[config.mk]
export PLATFORM = sky130hd
export DESIGN_NAME = tnn_sample_sequencer
export DESIGN_NICKNAME = d
export VERILOG_FILES = /design/src/rtl/tnn_sample_sequencer.sv
export SDC_FILE = /design/constraint.sdc
export NUM_CORES = 1
export LEC_CHECK = 0
export CORE_MARGIN = 2
export CORE_UTILIZATION = 40
export DETAILED_ROUTE_END_ITERATION = 6
export PLACE_DENSITY = 0.61
export SYNTH_ARGS = -nofsm -noshare
export SYNTH_HDL_FRONTEND = slang
export SYNTH_SLANG_ARGS = --single-unit
[constraint.sdc]
create_clock -name clk -period 6.5 [get_ports clk]
set_input_delay 0.975 -clock clk [delete_from_list [all_inputs] [get_ports clk]]
set_output_delay 0.975 -clock clk [all_outputs]
set_load 0.1 [all_outputs]
[src/rtl/tnn_sample_sequencer.sv]
// Feeds a combinational classifier core from a 4-beat serial feature stream,
// returns each class bit over valid/ready and keeps per-batch positive/total counts.
module tnn_sample_sequencer #(
  parameter int FEAT_W    = 2,
  parameter int BATCH_LEN = 16,
  parameter int CNT_W     = 8
) (
  input  logic              clk,
  input  logic              rst_n,
  input  logic              clear,
  input  logic              s_valid,
  output logic              s_ready,
  input  logic [FEAT_W-1:0] s_data,
  input  logic              s_last,
  output logic [FEAT_W-1:0] core_a,
  output logic [FEAT_W-1:0] core_b,
  output logic [FEAT_W-1:0] core_c,
  output logic [FEAT_W-1:0] core_d,
  input  logic              core_out,
  output logic              m_valid,
  input  logic              m_ready,
  output logic              m_class,
  output logic [CNT_W-1:0]  m_idx,
  output logic              sum_valid,
  output logic [CNT_W-1:0]  sum_pos,
  output logic [CNT_W-1:0]  sum_total,
  output logic              err,
  output logic              busy,
  output logic [1:0]        fsm_state
);

  // Handshakes: a beat or result transfers on the rising edge where valid and
  // ready are both high; valid never depends on ready, and clear drops the transfer.
  typedef enum logic [1:0] {COLLECT = 2'd0, EVAL = 2'd1, OUT = 2'd2} state_t;

  localparam logic [CNT_W-1:0] BATCH_END = CNT_W'(BATCH_LEN);

  state_t           state, state_next;
  logic [1:0]       beat_cnt;
  logic             last_q;
  logic [CNT_W-1:0] pos_cnt, total_cnt;
  logic [CNT_W-1:0] pos_next, total_next;
  logic             s_fire, m_fire, batch_end;

  assign s_ready    = (state == COLLECT);
  assign m_valid    = (state == OUT);
  assign m_idx      = total_cnt;
  assign busy       = (state != COLLECT) || (beat_cnt != 2'd0);
  assign fsm_state  = state;
  assign s_fire     = s_valid && s_ready;
  assign m_fire     = m_valid && m_ready;
  assign pos_next   = pos_cnt + {{(CNT_W-1){1'b0}}, m_class};
  assign total_next = total_cnt + {{(CNT_W-1){1'b0}}, 1'b1};
  assign batch_end  = last_q || (total_next == BATCH_END);

  always_ff @(posedge clk or negedge rst_n) begin
    if (!rst_n) state <= COLLECT;
    else        state <= state_next;
  end

  always_comb begin
    state_next = state;
    case (state)
      COLLECT: if (s_fire && beat_cnt == 2'd3) state_next = EVAL;
      EVAL:    state_next = OUT;
      OUT:     if (m_fire) state_next = COLLECT;
      default: state_next = COLLECT;
    endcase
    if (clear) state_next = COLLECT;
  end

  // Core inputs survive clear so the core output stays quiet across a soft clear.
  always_ff @(posedge clk or negedge rst_n) begin
    if (!rst_n) begin
      core_a <= '0;
      core_b <= '0;
      core_c <= '0;
      core_d <= '0;
    end else if (s_fire && !clear) begin
      case (beat_cnt)
        2'd0:    core_a <= s_data;
        2'd1:    core_b <= s_data;
        2'd2:    core_c <= s_data;
        default: core_d <= s_data;
      endcase
    end
  end

  always_ff @(posedge clk or negedge rst_n) begin
    if (!rst_n) begin
      beat_cnt  <= '0;
      last_q    <= 1'b0;
      m_class   <= 1'b0;
      pos_cnt   <= '0;
      total_cnt <= '0;
      sum_valid <= 1'b0;
      sum_pos   <= '0;
      sum_total <= '0;
      err       <= 1'b0;
    end else if (clear) begin
      beat_cnt  <= '0;
      last_q    <= 1'b0;
      pos_cnt   <= '0;
      total_cnt <= '0;
      sum_valid <= 1'b0;
      err       <= 1'b0;
    end else begin
      sum_valid <= 1'b0;
      if (s_fire) begin
        beat_cnt <= beat_cnt + 2'd1;
        if (beat_cnt == 2'd3) last_q <= s_last;
        else if (s_last)      err    <= 1'b1;
      end
      if (state == EVAL) m_class <= core_out;
      if (m_fire) begin
        if (batch_end) begin
          sum_valid <= 1'b1;
          sum_pos   <= pos_next;
          sum_total <= total_next;
          pos_cnt   <= '0;
          total_cnt <= '0;
        end else begin
          pos_cnt   <= pos_next;
          total_cnt <= total_next;
        end
      end
    end
  end

endmodule

; Yosys cells after proc, flatten, opt, wreduce, memory -nomap -nowiden
; Cells that the tools add are included.
[op_classes]
n_mux = 22
bitwise_logic = 2
addsub = 3
eq_ne = 9
reduce_logical = 25
[ops]
columns = operator, n
row1 = $mux W8, 6
row2 = $reduce_and A2 Y1, 7
row3 = $reduce_bool A2 Y1, 6
row4 = $mux W1, 10
row5 = $mux W2, 5
row6 = $add A8 B1 Y8, 1
row7 = $add A8 B1 Y8 const B, 1
row8 = $eq A8 B5 Y1 const B, 1
row9 = $eq A2 B2 Y1 const B, 3
row10 = $ne A3 B2 Y1 const B, 2
row11 = $pmux W2 S3, 1
row12 = $reduce_and A3 Y1, 2
row13 = $eq A2 B1 Y1 const B, 2
row14 = $logic_and A1 B1 Y1, 4
row15 = $logic_not A2 Y1, 2
row16 = $reduce_or A3 Y1, 1
row17 = $add A2 B1 Y2 const B, 1
row18 = $logic_or A1 B1 Y1, 2
row19 = $ne A2 B2 Y1 const B, 1
row20 = $not A1 Y1, 2
row21 = $logic_not A1 Y1, 1
[word_totals]
elab_cells = 75
in_bits = 9
regBits = 48
out_inout_bits = 40

; Logic depth before layout (Yosys ltp)
; Gate-level depths: netlist (run 1).
[logic_depth]
depth_word = 6
ltp_mapped = 7
depth_no_buf = 6

; Least setup slack after synthesis (run 1)
; OpenSTA, ideal clock, no wires.
[synth_timing]
path_type = register -> output
startpoint = register state[0] (netlist: fsm_state[0])
endpoint = output port busy
n_path_buf = 0
setup_slack_ps = 2159
arrival_time_ps = 3366
path_stages_with_launch = 3
required_time_ps = 5525
cell_sequence = dfrtp_1 -> nor2_1 -> nand2_1
[synth_between]
elab_chain_len = 2
[synth_lines]
columns = element, line
row1 = start: declaration, 38  ; state_t state, state_next;
row2 = start signal: assignment, 58  ; else state <= state_next;
row3 = $reduce_bool A2 Y1, 48  ; assign busy = (state != COLLECT) || (beat_cnt != 2'd0);
row4 = $logic_or A1 B1 Y1, 48
row5 = end: declaration, 28  ; output logic busy,
; Every way passes these cells.

; Worst setup path in the final report (run 1)
[layout_timing]
startpoint = register state[0] (netlist: fsm_state[0])
endpoint = output port m_valid
[layout_between]
elab_chain_len = 1
[layout_lines]
columns = element, line
row1 = $eq A2 B2 Y1, 46  ; assign m_valid = (state == OUT);
row2 = end: declaration, 20  ; output logic m_valid,
; Every way passes these cells.

==> insert_results.sql, run 1 <==
INSERT INTO impl_metrics (metric_group, metric, value, unit) VALUES
('timing', 'setup-tns-final', '0', 'ns'),
('hold_path', 'hold_path.class', 'reg2reg', ''),
('cts', 'cts.root.buffer_cell', 'sky130_fd_sc_hd__clkbuf_8', ''),
('timing', 'post-route-min-period', '3.22', 'ns'),
('cts', 'clk_transition_reported_paths', '0.08', 'ns'),
('setup_path', 'cpPeakStageDelay', '1.20', 'ns'),
('cts', 'tritoncts', 'built', ''),
('yosys', 'synthesis.nets', '224', ''),
('finish', 'nets', '277', ''),
('yosys', 'syn_area_per_cell', '11.2', 'um^2'),
('yosys', 'fraction_of_the_mapped_netlist_area_in_simple_logic_gates', '16.0', '%'),
('drt', 'ant_nets', '0', ''),
('floorplanning', 'die-width', '80.0', 'um'),
('drt', 'dr.first_iter.drc_count', '63', ''),
('setup_path', 'cp_max_fo', '5', ''),
('pwr', 'p_leak', '1.38', 'nW'),
('pwr', 'power.clock.fraction', '30.5', '%'),
('finish', 'multiInputGateArea', '1050', 'um^2'),
('setup_path', 'timing.critical_path.arrival', '2.24', 'ns'),
('yosys', 'seq_area_frac_synth', '52.0', '%'),
('yosys', 'synth_fa_ha_area_share', '4.33', '%'),
('timing', 'final.period_utilization', '49.5', '%'),
('yosys', 'synth_seq_cells', '48', ''),
('timing', 'fin_skew', '0.00327', 'ns'),
('yosys', 'ys.flop_type', 'sky130_fd_sc_hd__dfrtp_1', ''),
('yosys', 'synth_top_cells_by_area', 'sky130_fd_sc_hd__dfrtp_1, sky130_fd_sc_hd__mux2_2, sky130_fd_sc_hd__nand2_1, sky130_fd_sc_hd__ha_1, sky130_fd_sc_hd__mux2i_1', ''),
('yosys', 'async_reset_ff_share', '100', '%'),
('place', 'place.detailed.instances', '325', ''),
('pwr', 'power_switching', '0.261', 'mW'),
('timing', 'worst_slew_pin_slew', '1.04', 'ns'),
('finish', 'area_delta_synth_final', '29.5', '%'),
('pwr', 'part_of_the_power_in_combinational_logic', '26.6', '%'),
('flow_run', 'maxCapViolCount', '0', ''),
('drt', 'detail_route.wl_per_cell', '13.2', 'um'),
('setup_path', 'path_class', 'reg2out', ''),
('cts', 'post_cts.repair.setup_buffers', '0', ''),
('timing', 'post-route-worst-setup-slack', '3.28', 'ns'),
('timing', 'relSlewSlack', '30.7', '%'),
('yosys', 'syn-cell-area', '2310', 'um^2'),
('yosys', 'largest_family_of_logic_cells_by_synthesized_area', 'simple AND/OR/NAND/NOR gates', ''),
('floorplanning', 'initial_utilization', '41.7', '%'),
('setup_path', 'crit_slowest_cell', 'sky130_fd_sc_hd__clkdlybuf4s50_1', ''),
('cts', 'clockBufferDepth', '2', ''),
('yosys', 'synth_cell_type_count', '34', ''),
('finish', 'final_common_cell', 'sky130_fd_sc_hd__dfrtp_1', ''),
('drt', 'vias', '1660', ''),
('place', 'port_buffers', '48', ''),
('grt', 'grt_overflow_total', '0', ''),
('yosys', 'synth_xor_area_share', '4.23', '%'),
('finish', 'fillCellCount', '509', ''),
('floorplanning', 'top_level_ports', '49', ''),
('cts', 'clock_tree.htree_level_count', '2', ''),
('run_status', 'result_of_the_run', 'completed', ''),
('cts', 'sink_count_of_the_clock_tree', '48', ''),
('finish', 'final_cell_mix', 'sky130_fd_sc_hd__dfrtp_1, sky130_fd_sc_hd__clkdlybuf4s50_1, sky130_fd_sc_hd__nand2_1, sky130_fd_sc_hd__nor2_1, sky130_fd_sc_hd__mux2_2', ''),
('yosys', 'synth_top_area_share', '52.0', '%'),
('timing', 'finalHoldViolations', '0', ''),
('yosys', 'netlist_instances', '207', ''),
('timing', 'rsz_0062_raised_after_global_routing', 'false', ''),
('grt', 'grt_pass1_wl', '7.56', 'mm'),
('place', 'hpwl', '3.11', 'mm'),
('pwr', 'ir_worst_vdd', '0.246', 'mV'),
('pwr', 'intPower', '0.499', 'mW'),
('drt', 'drcViolationCount', '0', ''),
('setup_path', 'critPathCaptureType', 'output port', ''),
('floorplanning', 'die_area', '6400', 'um^2'),
('timing', 'report.final.setup_viol', '0', ''),
('setup_path', 'cp_cell_sequence', 'nor2b_1 -> clkdlybuf4s50_1', ''),
('grt', 'global_route.usage.total', '15.1', '%'),
('floorplanning', 'placement_rows', '27', ''),
('timing', 'maxSlewViolCount', '0', '');
-- worst max-delay path, delay by kind of cell, from the launching register on --
family                 cells  cell delay (ns)
buffers and inverters      1             1.20
DFF                        1             0.44
and+or+nand+nor            1             0.30
-- final cells by class --
cell class	count	area share, %
clock inverter	1	1.00
timing repair buffer	49	16.2
sequential	48	40.2
clock buffer	7	3.22
tap	72	3.01
inverter	11	1.38
multi-input combinational	145	35.1
-- cell usage after synthesis, drive strengths merged (2+ instances only) --
master and count:
a211oi 2, a21oi 4, a22o 4, and2 4, clkbuf 2, dfrtp 48
ha 8, inv 11, mux2 18, mux2i 7, nand2 28, nand2b 3
nand3 8, nor2 17, nor2b 3, nor3 2, o21ai 12, o221ai 4
or2 5, xnor2 3, xor2 6
-- worst paths after layout --
path,startpoint,to,cells past startpoint
max,fsm_state[0],m_valid,2
min,sum_total[2],sum_total[2],1
max reg2reg,m_idx[0],sum_total[4],6
min reg2reg,sum_total[2],sum_total[2],1
max in group asynchronous,rst_n,pos_cnt[2],1
min in group asynchronous,rst_n,sum_pos[6],1
-- metal layers --
| metal | global-route usage, % | up-vias | wire [um] |
|---|---|---|---|
| li1 | - | 814 | - |
| met1 | 20.9 | 796 | 2180 |
| met2 | 23.8 | 45 | 1950 |
| met3 | 3.51 | 5 | 217 |
| met4 | 4.07 | 0 | 41 |
| met5 | 0 | - | 0 |
-- sequential cells by signal, indices dropped and copies added, names as in the netlist --
signal     flops
last_q         1
core_b         2
core_c         2
beat_cnt       2
pos_cnt        8
sum_total      8
sum_valid      1
err            1
core_d         2
core_a         2
m_idx          8
sum_pos        8
fsm_state      2
m_class        1
-- metrics by stage --
stage / hold WS [ns] / power (mW)
5_1_grt: 0.533 / 0.793
4_1_cts: 0.516 / 0.771
6_report: 0.508 / 0.760
2_1_floorplan: 0.469 / 0.482
3_3_place_gp: 0.487 / 0.535
3_5_place_dp: 0.493 / 0.535
-- cells by family (layout without fill, tap and decap cells) --
| kind of cell | Yosys count | in the layout |
|---|---|---|
| compound gates | 28 | 28 |
| xor+xnor | 9 | 9 |
| fa+ha+maj | 8 | 8 |
| buf+inv | 14 | 68 |
| flops | 48 | 48 |
| mux | 25 | 25 |
| simple gates | 75 | 75 |
-- power groups by stage --
stage	combinational [mW]	sequential (mW)	clock, mW
6_report	0.203	0.326	0.232
2_1_floorplan	0.0334	0.449	0
4_1_cts	0.204	0.326	0.241
3_3_place_gp	0.204	0.331	0
3_5_place_dp	0.204	0.331	0
5_1_grt	0.211	0.328	0.254
No activity file was read; power rests on OpenSTA's default activity.
==> inputs of run 2 (changes only) <==
==> constraint.sdc (replaced) <==
create_clock -name clk -period 3.35 [get_ports clk]
set_input_delay 0.5025 -clock clk [delete_from_list [all_inputs] [get_ports clk]]
set_output_delay 0.5025 -clock clk [all_outputs]
set_load 0.1 [all_outputs]
==> insert_results.sql, run 2 (same netlist as run 1, synthesis figures left out) <==
INSERT INTO impl_metrics (metric_group, metric, value, unit) VALUES
('grt', 'vias_in_the_first_global_route', '1648', ''),
('setup_path', 'path_class', 'reg2reg', ''),
('setup_path', 'cp_max_fo', '12', ''),
('floorplanning', 'top_level_ports', '49', ''),
('floorplanning', 'placement_rows', '27', ''),
('flow_run', 'maxCapViolCount', '0', ''),
('timing', 'setup-tns-final', '0', 'ns'),
('setup_path', 'cp_data_required_time', '3.58', 'ns'),
('cts', 'clock_tree.htree_level_count', '2', ''),
('drt', 'avgViaCountPerCell', '4.94', ''),
('finish', 'finish.instance_area', '3000', 'um^2'),
('floorplanning', 'initial_utilization', '41.7', '%'),
('grt', 'grt_antenna_before_repair', '0', ''),
('pwr', 'total_power', '1.48', 'mW'),
('grt', 'grt_max_degree', '49', ''),
('place', 'hpwl', '3.28', 'mm'),
('pwr', 'part_of_the_power_in_combinational_logic', '26.6', '%'),
('timing', 'report.final.setup_viol', '0', ''),
('pwr', 'power.clock.fraction', '30.6', '%'),
('pwr', 'p_leak', '1.41', 'nW'),
('drt', 'drcViolationCount', '0', ''),
('drt', 'finalWirelength', '4.61', 'mm'),
('timing', 'rsz_0062_raised_after_global_routing', 'false', ''),
('drt', 'total_iterations_of_the_first_detailed_routing_run', '4', ''),
('place', 'finalWeightedCongestion', '0.806', ''),
('timing', 'worst_slew_pin_slew', '1.04', 'ns'),
('finish', 'final_common_cell', 'sky130_fd_sc_hd__dfrtp_1', ''),
('setup_path', 'setup.worst_path.start_class', 'flop', ''),
('grt', 'global_route.usage.total', '15.9', '%'),
('finish', 'area_delta_synth_final', '29.9', '%'),
('timing', 'final.period_utilization', '75.7', '%'),
('floorplanning', 'dieHeight', '80.0', 'um'),
('cts', 'numCtsBuffers', '5', ''),
('finish', 'postLayoutCoreUtil', '54.2', '%'),
('cts', 'clkLatencyLatePin', '0.30', 'ns'),
('timing', 'hold_ws', '0.377', 'ns'),
('drt', 'ant_nets', '0', ''),
('floorplanning', 'die-width', '80.0', 'um'),
('finish', 'fraction_of_layout_instances_using_a_drive_strength_above_1', '18.9', '%'),
('cts', 'clockBufferDepth', '2', ''),
('grt', 'grt_pass1_wl', '7.91', 'mm'),
('cts', 'cts_resized', '0', ''),
('hold_path', 'hold_path.class', 'in2async', ''),
('cts', 'post_cts.repair.setup_buffers', '0', ''),
('pwr', 'power_switching_share', '34.5', '%'),
('place', 'port_buffers', '48', ''),
('pwr', 'ir_worst_vdd', '0.451', 'mV'),
('timing', 'relSlewSlack', '30.5', '%'),
('timing', 'achievable-frequency', '394', 'MHz'),
('drt', 'dr.first_iter.drc_count', '141', ''),
('timing', 'post-route-min-period', '2.54', 'ns'),
('pwr', 'power_switching', '0.509', 'mW'),
('timing', 'maxSlewViolCount', '0', ''),
('pwr', 'power.share.sequential', '42.8', '%'),
('run_status', 'result_of_the_run', 'completed', ''),
('timing', 'fin_skew', '0.00397', 'ns'),
('floorplanning', 'core_area', '5540', 'um^2'),
('finish', 'nets', '280', ''),
('finish', 'final_cell_mix', 'sky130_fd_sc_hd__dfrtp_1, sky130_fd_sc_hd__clkdlybuf4s50_1, sky130_fd_sc_hd__nand2_1, sky130_fd_sc_hd__nor2_1, sky130_fd_sc_hd__mux2_2', ''),
('cts', 'cts.root.buffer_cell', 'sky130_fd_sc_hd__clkbuf_8', ''),
('finish', 'antenna_cells', '0', ''),
('cts', 'cts.hold.buffers_added', '0', ''),
('cts', 'sink_count_of_the_clock_tree', '48', ''),
('floorplanning', 'die_area', '6400', 'um^2'),
('cts', 'tritoncts', 'built', ''),
('place', 'postPlaceCellArea', '2870', 'um^2'),
('pwr', 'p_per_area', '492', 'nW/um^2'),
('drt', 'vias', '1661', ''),
('timing', 'finalHoldViolations', '0', ''),
('pwr', 'intPower', '0.968', 'mW'),
('setup_path', 'critPathCaptureType', 'flop', ''),
('setup_path', 'timing.critical_path.arrival', '2.76', 'ns'),
('grt', 'grt_overflow_total', '0', ''),
('cts', 'clk_transition_reported_paths', '0.09', 'ns'),
('drt', 'detail_route.wl_per_cell', '13.7', 'um');
run 2: worst paths after layout:
| path | slack (ns) | from | endpoint | depth (start not counted) |
|---|---|---|---|---|
| max in group asynchronous | 2.33 | rst_n | sum_total[5] | 1 |
| worst min-delay path | 0.38 | rst_n | sum_valid | 1 |
| worst min register to register | 0.51 | sum_total[4] | sum_total[4] | 1 |
| worst max-delay path | 0.81 | m_idx[0] | sum_pos[6] | 7 |
| worst max register to register | 0.81 | m_idx[0] | sum_pos[6] | 7 |
| min in group clk | 0.51 | sum_total[4] | sum_total[4] | 1 |
run 2: power groups by stage:
stage          Clock [mW]  Combinational [mW]  Sequential, mW
2_1_floorplan           0              0.0648           0.871
3_3_place_gp            0               0.395           0.644
3_5_place_dp            0               0.396           0.644
4_1_cts             0.469               0.396           0.633
5_1_grt             0.495               0.409           0.637
6_report            0.453               0.393           0.632
run 2: cell type report:
| class | instances | area [um^2] |
|---|---|---|
| Clock buffer | 7 | 96.3 |
| Clock inverter | 1 | 30.0 |
| Fill cell | 507 | 2540 |
| Inverter | 11 | 41.3 |
| Multi-Input combinational cell | 145 | 1050 |
| Sequential cell | 48 | 1200 |
| Tap cell | 72 | 90.1 |
| Timing Repair Buffer | 52 | 488 |
run 2: worst max-delay path: stages, from the launching register on:
cell	delay, ns
sky130_fd_sc_hd__dfrtp_1	0.48
sky130_fd_sc_hd__ha_1	0.31
sky130_fd_sc_hd__nand2_1	0.10
sky130_fd_sc_hd__nor3_1	0.18
sky130_fd_sc_hd__o21ai_2	0.19
sky130_fd_sc_hd__o31ai_4	0.71
sky130_fd_sc_hd__buf_4	0.27
sky130_fd_sc_hd__mux2i_1	0.20
run 2: through the flow:
step           worst slack, ns  std cells
4_1_cts                  0.794        336
3_5_place_dp             0.616        328
2_1_floorplan         -0.00366        207
5_1_grt                  0.626        336
6_report                 0.815        336
3_3_place_gp             0.688        328
run 2: layer usage:
layer / global-route usage (%) / share of wire (%) / vias to the layer above / routed length [um]
met3: 2.94 / 4.7 / 7 / 218
met1: 22.7 / 49 / 787 / 2250
met5: 0 / 0 / - / 0
met4: 6.10 / 1.7 / 0 / 80
li1: - / - / 823 / -
met2: 23.8 / 45 / 44 / 2070
